## src/rtl/uart_receiver.sv

```systemverilog
// ---------------------------------------------------------------------------
// uart_receiver
//
// Serial-to-parallel 8N1 UART receiver. The oversample tick from the baud
// rate generator paces every counter and FSM decision. The asynchronous line
// is brought into the clock domain through a two-flop synchroniser. Each bit
// is sampled at its centre. A received byte is presented with a
// ready/acknowledge handshake, together with framing-error and overrun status.
//
// Ports
//   Clock        in   system clock, rising edge
//   Reset        in   synchronous reset, active low
//   uartTick     in   oversample enable, one Clock cycle wide
//   RxD          in   asynchronous serial line, idles high
//   DataAck      in   consumer has taken RxData
//   RxData       out  last received byte
//   DataReady    out  RxData valid and not yet acknowledged
//   FramingError out  last frame's stop bit sampled low
//   Overrun      out  a byte completed while DataReady was still set (sticky)
//   Busy         out  receiver is inside a frame
// ---------------------------------------------------------------------------
module uart_receiver #(
  parameter int DATA_BITS  = 8,
  parameter int OVERSAMPLE = 16
) (
  input  logic                 Clock,
  input  logic                 Reset,
  input  logic                 uartTick,
  input  logic                 RxD,
  input  logic                 DataAck,
  output logic [DATA_BITS-1:0] RxData,
  output logic                 DataReady,
  output logic                 FramingError,
  output logic                 Overrun,
  output logic                 Busy
);

  // state  | meaning
  // -------+----------------------------------------------------------
  // IDLE   | line idle, waiting for a low sample on a tick
  // START  | counting to the start-bit centre, re-checking the line low
  // DATA   | sampling DATA_BITS data bits at their centres, LSB first
  // STOP   | sampling the stop bit, then delivering the byte
  typedef enum logic [1:0] {
    S_IDLE  = 2'd0,
    S_START = 2'd1,
    S_DATA  = 2'd2,
    S_STOP  = 2'd3
  } state_t;

  localparam int CNT_W = $clog2(OVERSAMPLE);
  localparam int BIT_W = (DATA_BITS > 1) ? $clog2(DATA_BITS) : 1;

  localparam logic [CNT_W-1:0] CNT_HALF = CNT_W'(OVERSAMPLE / 2 - 1);
  localparam logic [CNT_W-1:0] CNT_LAST = CNT_W'(OVERSAMPLE - 1);
  localparam logic [BIT_W-1:0] BIT_LAST = BIT_W'(DATA_BITS - 1);

  // synchroniser
  logic                 r_sync1;
  logic                 r_rxs;

  // FSM and datapath state
  state_t               r_state;
  logic [CNT_W-1:0]     r_cnt;
  logic [BIT_W-1:0]     r_bitn;
  logic [DATA_BITS-1:0] r_shift;

  // output registers
  logic [DATA_BITS-1:0] r_data;
  logic                 r_ready;
  logic                 r_ferr;
  logic                 r_ovr;
  logic                 r_busy;

  // next-state values
  state_t               w_state_nxt;
  logic [CNT_W-1:0]     w_cnt_nxt;
  logic [BIT_W-1:0]     w_bitn_nxt;
  logic [DATA_BITS-1:0] w_shift_nxt;
  logic                 w_load;

  // -------------------------------------------------------------------------
  // Next-state logic. Nothing moves except on a tick cycle, so line changes
  // between ticks are invisible to the FSM.
  // -------------------------------------------------------------------------
  always_comb begin
    w_state_nxt = r_state;
    w_cnt_nxt   = r_cnt;
    w_bitn_nxt  = r_bitn;
    w_shift_nxt = r_shift;
    w_load      = 1'b0;

    if (uartTick) begin
      case (r_state)
        S_IDLE: begin
          if (!r_rxs) begin
            w_state_nxt = S_START;
            w_cnt_nxt   = '0;
          end
        end

        S_START: begin
          if (r_cnt == CNT_HALF) begin
            w_cnt_nxt = '0;
            if (!r_rxs) begin
              w_state_nxt = S_DATA;
              w_bitn_nxt  = '0;
            end else begin
              // line went back high before the start-bit centre: glitch
              w_state_nxt = S_IDLE;
            end
          end else begin
            w_cnt_nxt = r_cnt + 1'b1;
          end
        end

        S_DATA: begin
          if (r_cnt == CNT_LAST) begin
            // right shift so the first (LSB) bit ends up at bit 0
            w_shift_nxt = {r_rxs, r_shift[DATA_BITS-1:1]};
            w_cnt_nxt   = '0;
            if (r_bitn == BIT_LAST) begin
              w_state_nxt = S_STOP;
            end else begin
              w_bitn_nxt = r_bitn + 1'b1;
            end
          end else begin
            w_cnt_nxt = r_cnt + 1'b1;
          end
        end

        S_STOP: begin
          if (r_cnt == CNT_LAST) begin
            w_load      = 1'b1;
            w_cnt_nxt   = '0;
            w_state_nxt = S_IDLE;
          end else begin
            w_cnt_nxt = r_cnt + 1'b1;
          end
        end

        default: begin
          w_state_nxt = S_IDLE;
          w_cnt_nxt   = '0;
        end
      endcase
    end
  end

  // -------------------------------------------------------------------------
  // State register, synchroniser and datapath
  // -------------------------------------------------------------------------
  always_ff @(posedge Clock) begin
    if (!Reset) begin
      r_sync1 <= 1'b1;
      r_rxs   <= 1'b1;
      r_state <= S_IDLE;
      r_cnt   <= '0;
      r_bitn  <= '0;
      r_shift <= '0;
      r_busy  <= 1'b0;
    end else begin
      r_sync1 <= RxD;
      r_rxs   <= r_sync1;
      r_state <= w_state_nxt;
      r_cnt   <= w_cnt_nxt;
      r_bitn  <= w_bitn_nxt;
      r_shift <= w_shift_nxt;
      r_busy  <= (w_state_nxt != S_IDLE);
    end
  end

  // -------------------------------------------------------------------------
  // Output handshake. A byte completing in the same cycle as an acknowledge
  // takes priority: the acknowledge retires the old byte, so no overrun.
  // -------------------------------------------------------------------------
  always_ff @(posedge Clock) begin
    if (!Reset) begin
      r_data  <= '0;
      r_ready <= 1'b0;
      r_ferr  <= 1'b0;
      r_ovr   <= 1'b0;
    end else if (w_load) begin
      r_data  <= r_shift;
      r_ready <= 1'b1;
      r_ferr  <= ~r_rxs;
      r_ovr   <= r_ready & ~DataAck;
    end else if (DataAck) begin
      r_ready <= 1'b0;
      r_ferr  <= 1'b0;
      r_ovr   <= 1'b0;
    end
  end

  assign RxData       = r_data;
  assign DataReady    = r_ready;
  assign FramingError = r_ferr;
  assign Overrun      = r_ovr;
  assign Busy         = r_busy;

endmodule

```

## config.mk

```make
export PLATFORM = sky130hd
export DESIGN_NAME = uart_receiver
export DESIGN_NICKNAME = d
export VERILOG_FILES = /design/src/rtl/uart_receiver.sv
export SDC_FILE = /design/constraint.sdc
export NUM_CORES = 1
export LEC_CHECK = 0
export BUFFER_PORTS_ARGS = -buffer_cell sky130_fd_sc_hd__clkbuf_2
export CAP_MARGIN = 5
export CORE_AREA = 2 2 70 72
export DETAILED_ROUTE_END_ITERATION = 10
export DIE_AREA = 0 0 72 74
export PLACE_DENSITY = 0.45
export SLEW_MARGIN = 20
export SYNTH_ARGS = -nofsm -noshare
export SYNTH_HDL_FRONTEND = slang
export SYNTH_SLANG_ARGS = --single-unit
```

## constraint.sdc

```tcl
create_clock -name Clock -period 2.2 [get_ports Clock]
set_clock_uncertainty 0.1 [all_clocks]
set_input_delay 0.11 -clock Clock [delete_from_list [all_inputs] [get_ports Clock]]
set_output_delay 0.11 -clock Clock [all_outputs]
set_load 0.005 [all_outputs]
```

==> flow_metrics.env <==
export IMPL_cts_buffers=5
export IMPL_design_core_area_um2=4600
export IMPL_clk_pin_slew_ps=70
export IMPL_grt_pass1_vias=963
export IMPL_clock_sinks=31
export IMPL_dpl_cell_area_um2=1450
export IMPL_reg2reg_slack_ps=320
export IMPL_outcome="complete, no violations"
export IMPL_cts_tree="built"
export IMPL_synth_most_common_cell="dfxtp_1"
export IMPL_design_area_um2=1580
export IMPL_antenna_found_initial=0
export IMPL_path_class="reg2reg"
export IMPL_synth_edf_count=0
export IMPL_h_tree_depth=2
export IMPL_peakVddDrop_mv=0.373
export IMPL_avgRoutedWirePerCell_um=12.5
export IMPL_holdWs_ps=32.0
export IMPL_clk_latency_ps=280
export IMPL_worst_ep_arrival_time_ps=1990
export IMPL_grt_usage_pct=10.6
export IMPL_syn_nets=145
export IMPL_post_cts_resized=0
export IMPL_place_congestion=0.820
export IMPL_hold_path_end="r_rxs$_SDFF_PN1_"
export IMPL_grt_pass1_wl_um=4280
export IMPL_dpl_hpwl_um=1890
export IMPL_ys_seq_area_share_pct=46.9
export IMPL_worstHoldPathType="in2reg"
export IMPL_area_growth_syn_to_layout_pct=19.1
export IMPL_hold_viol=0
export IMPL_synthTopCellsByArea="dfxtp_1 47%, mux2i_1 15%, nor2_1 6.0%"
export IMPL_min_from="Reset"
export IMPL_synth_cell_types=34
export IMPL_layout_min_cycle_time_ps=1880
export IMPL_synth_warnings=0
export IMPL_io_pins=17
export IMPL_vias_per_cell=4.75
export IMPL_vias=1007
export IMPL_r2r_end="r_bitn[2]$_SDFFE_PN0P_"
export IMPL_sw_frac_of_total_pct=21.1
export IMPL_drtAntennaViolNets=0
export IMPL_drive_gt1_share_pct=19.0
export IMPL_cts_max_path_buffers=2
export IMPL_synth_flop_cell="dfxtp_1"
export IMPL_max_freq_mhz=531
export IMPL_diodes=0
export IMPL_grt_setup_unrepaired="no"
export IMPL_avgSynthCellArea_um2=9.65
export IMPL_clock_root_buffer="clkbuf_8"
export IMPL_drt_pass1_iterations=4
export IMPL_final_setup_tns_ps=0
export IMPL_worstPathRequired_ps=2310
export IMPL_die_h_um=74
export IMPL_syn_area_um2=1320
export IMPL_grt_max_degree=23
export IMPL_async_flop_share_pct=0
export IMPL_p_int_mw=0.862
export IMPL_drtIter0Drc=37
export IMPL_start_kind="flip-flop"
export IMPL_p_total_mw=1.09
export IMPL_whs_path_depth=2
export IMPL_startpoint="r_cnt[0]$_SDFFE_PN0P_"
export IMPL_pwr_share_comb_pct=2.8
export IMPL_ys_ff_latch=31
export IMPL_dieArea_um2=5330
export IMPL_grt_overflow=0
export IMPL_synth_common_cells="31 x dfxtp_1, 21 x nor2_1, 20 x mux2i_1"
export IMPL_r2r_cells=5
export IMPL_timing_rr_start="r_cnt[0]$_SDFFE_PN0P_"
export IMPL_power_density_nw_per_um2=694
export IMPL_cap_violations=0
export IMPL_holdBufCountCts=2
export IMPL_cpMaxStageDelayCell="a311oi_2"
export IMPL_crit_chain="ha_1 > nand2_2 > or2_0 > a311oi_2 > mux2i_1"
export IMPL_static_leakage_power_nw=0.656
export IMPL_initial_core_util_pct=28.8
export IMPL_switchingPower_mw=0.231
export IMPL_worst_pin_slew_ps=442
export IMPL_io_buffer_count=16
export IMPL_synth_top_area_cell="dfxtp_1"
export IMPL_fin_crit_sh_pct=85.6
export IMPL_num_rows=25
export IMPL_drc=0
export IMPL_cts_setup_buffers=0
export IMPL_p_seq_share_pct=52.1
export IMPL_syn_inst=137
export IMPL_drt_total_wl_um=2640
export IMPL_nets=165
export IMPL_clkPwrFrac_pct=45.1
export IMPL_crit_fanout=6
export IMPL_setup_viol=0
export IMPL_slew_headroom_pct=70.5
export IMPL_endpoint_kind="flip-flop"
export IMPL_finalMaxSlewViolations=0
export IMPL_netlist_area_leader_share_pct=46.9
export IMPL_die_x_um=72
export IMPL_crit_path_max_incr_delay_ps=450
## cell type report
class | count | area (um^2)
Clock inverter | 1 | 7.51
Timing Repair Buffer | 20 | 115
Multi-Input combinational cell | 95 | 653
Fill cell | 464 | 3020
Inverter | 4 | 15.0
Tap cell | 54 | 67.6
Clock buffer | 7 | 96.3
Sequential cell | 31 | 621
## cell families (layout without fill, tap and decap cells)
family / count (synthesis) / in the layout / synth area share (%)
compound gates: 21 / 21 / 11.6
fa+ha+maj: 3 / 3 / 2.84
buf+inv: 11 / 32 / 3.69
flops: 31 / 31 / 46.9
mux: 21 / 21 / 16.0
simple gates: 50 / 50 / 18.9
## state kept, by name, indices dropped and copies added, names as in the netlist
| register | count |
|---|---|
| Overrun | 1 |
| r_cnt | 4 |
| r_shift | 8 |
| r_sync1 | 1 |
| Busy | 1 |
| r_bitn | 3 |
| r_state | 2 |
| FramingError | 1 |
| r_rxs | 1 |
| DataReady | 1 |
| RxData | 8 |
## cell usage in the layout (no fill, tap or decap), types with 2 or more instances in the layout
cell,n
mux2i_1,20
dfxtp_1,31
a21oi_1,3
o21ai_0,4
inv_1,4
o31a_1,2
dlygate4sd3_1,2
nor2b_1,3
buf_4,2
nor2_1,21
nand2b_1,6
and2_1,3
clkbuf_8,7
ha_1,3
nand3_1,5
clkbuf_2,16
nand2_1,5
o21a_1,3
## power groups by stage
stage / clock network, mW / logic (mW) / registers (mW)
after CTS: 0.510 / 0.0309 / 0.569
after global routing: 0.530 / 0.0336 / 0.569
after floorplan: 0 / 0.0189 / 0.579
after global placement: 0 / 0.0274 / 0.581
after detailed placement: 0 / 0.0279 / 0.582
final: 0.493 / 0.0305 / 0.569
## routing by layer
layer  GRT usage [%]  share of wire [%]  vias up
met4            6.08                1.4        0
met3            3.25                4.2        5
met5               0                  0        -
met2            18.0                 49       20
met1            11.9                 45      467
li1                -                  -      515
## how the worst max path moves through the flow
stage	endpoint	slack (ps)	cells past startpoint
floorplan	r_bitn[0]$_SDFFE_PN0P_	550	5
global placement	r_shift[7]$_SDFFE_PN0P_	390	5
detailed placement	r_bitn[2]$_SDFFE_PN0P_	330	5
CTS	r_bitn[2]$_SDFFE_PN0P_	300	5
global route	r_bitn[0]$_SDFFE_PN0P_	160	5
finish	r_bitn[2]$_SDFFE_PN0P_	320	5
## worst max-delay path: cells and delay by family, from the launching register on
kind	cells	cell delay, ps
flops	1	400
simple gates	2	340
compound gates	1	450
mux	1	240
fa+ha+maj	1	280
## stage by stage
stage	std cells	worst slack, ps	util [%]
5_1_grt	212	157	34.3
4_1_cts	212	297	34.3
3_3_place_gp	202	387	31.6
6_report	212	316	34.3
3_5_place_dp	202	331	31.6
2_1_floorplan	137	548	-
No activity file was read; power rests on OpenSTA's default activity.
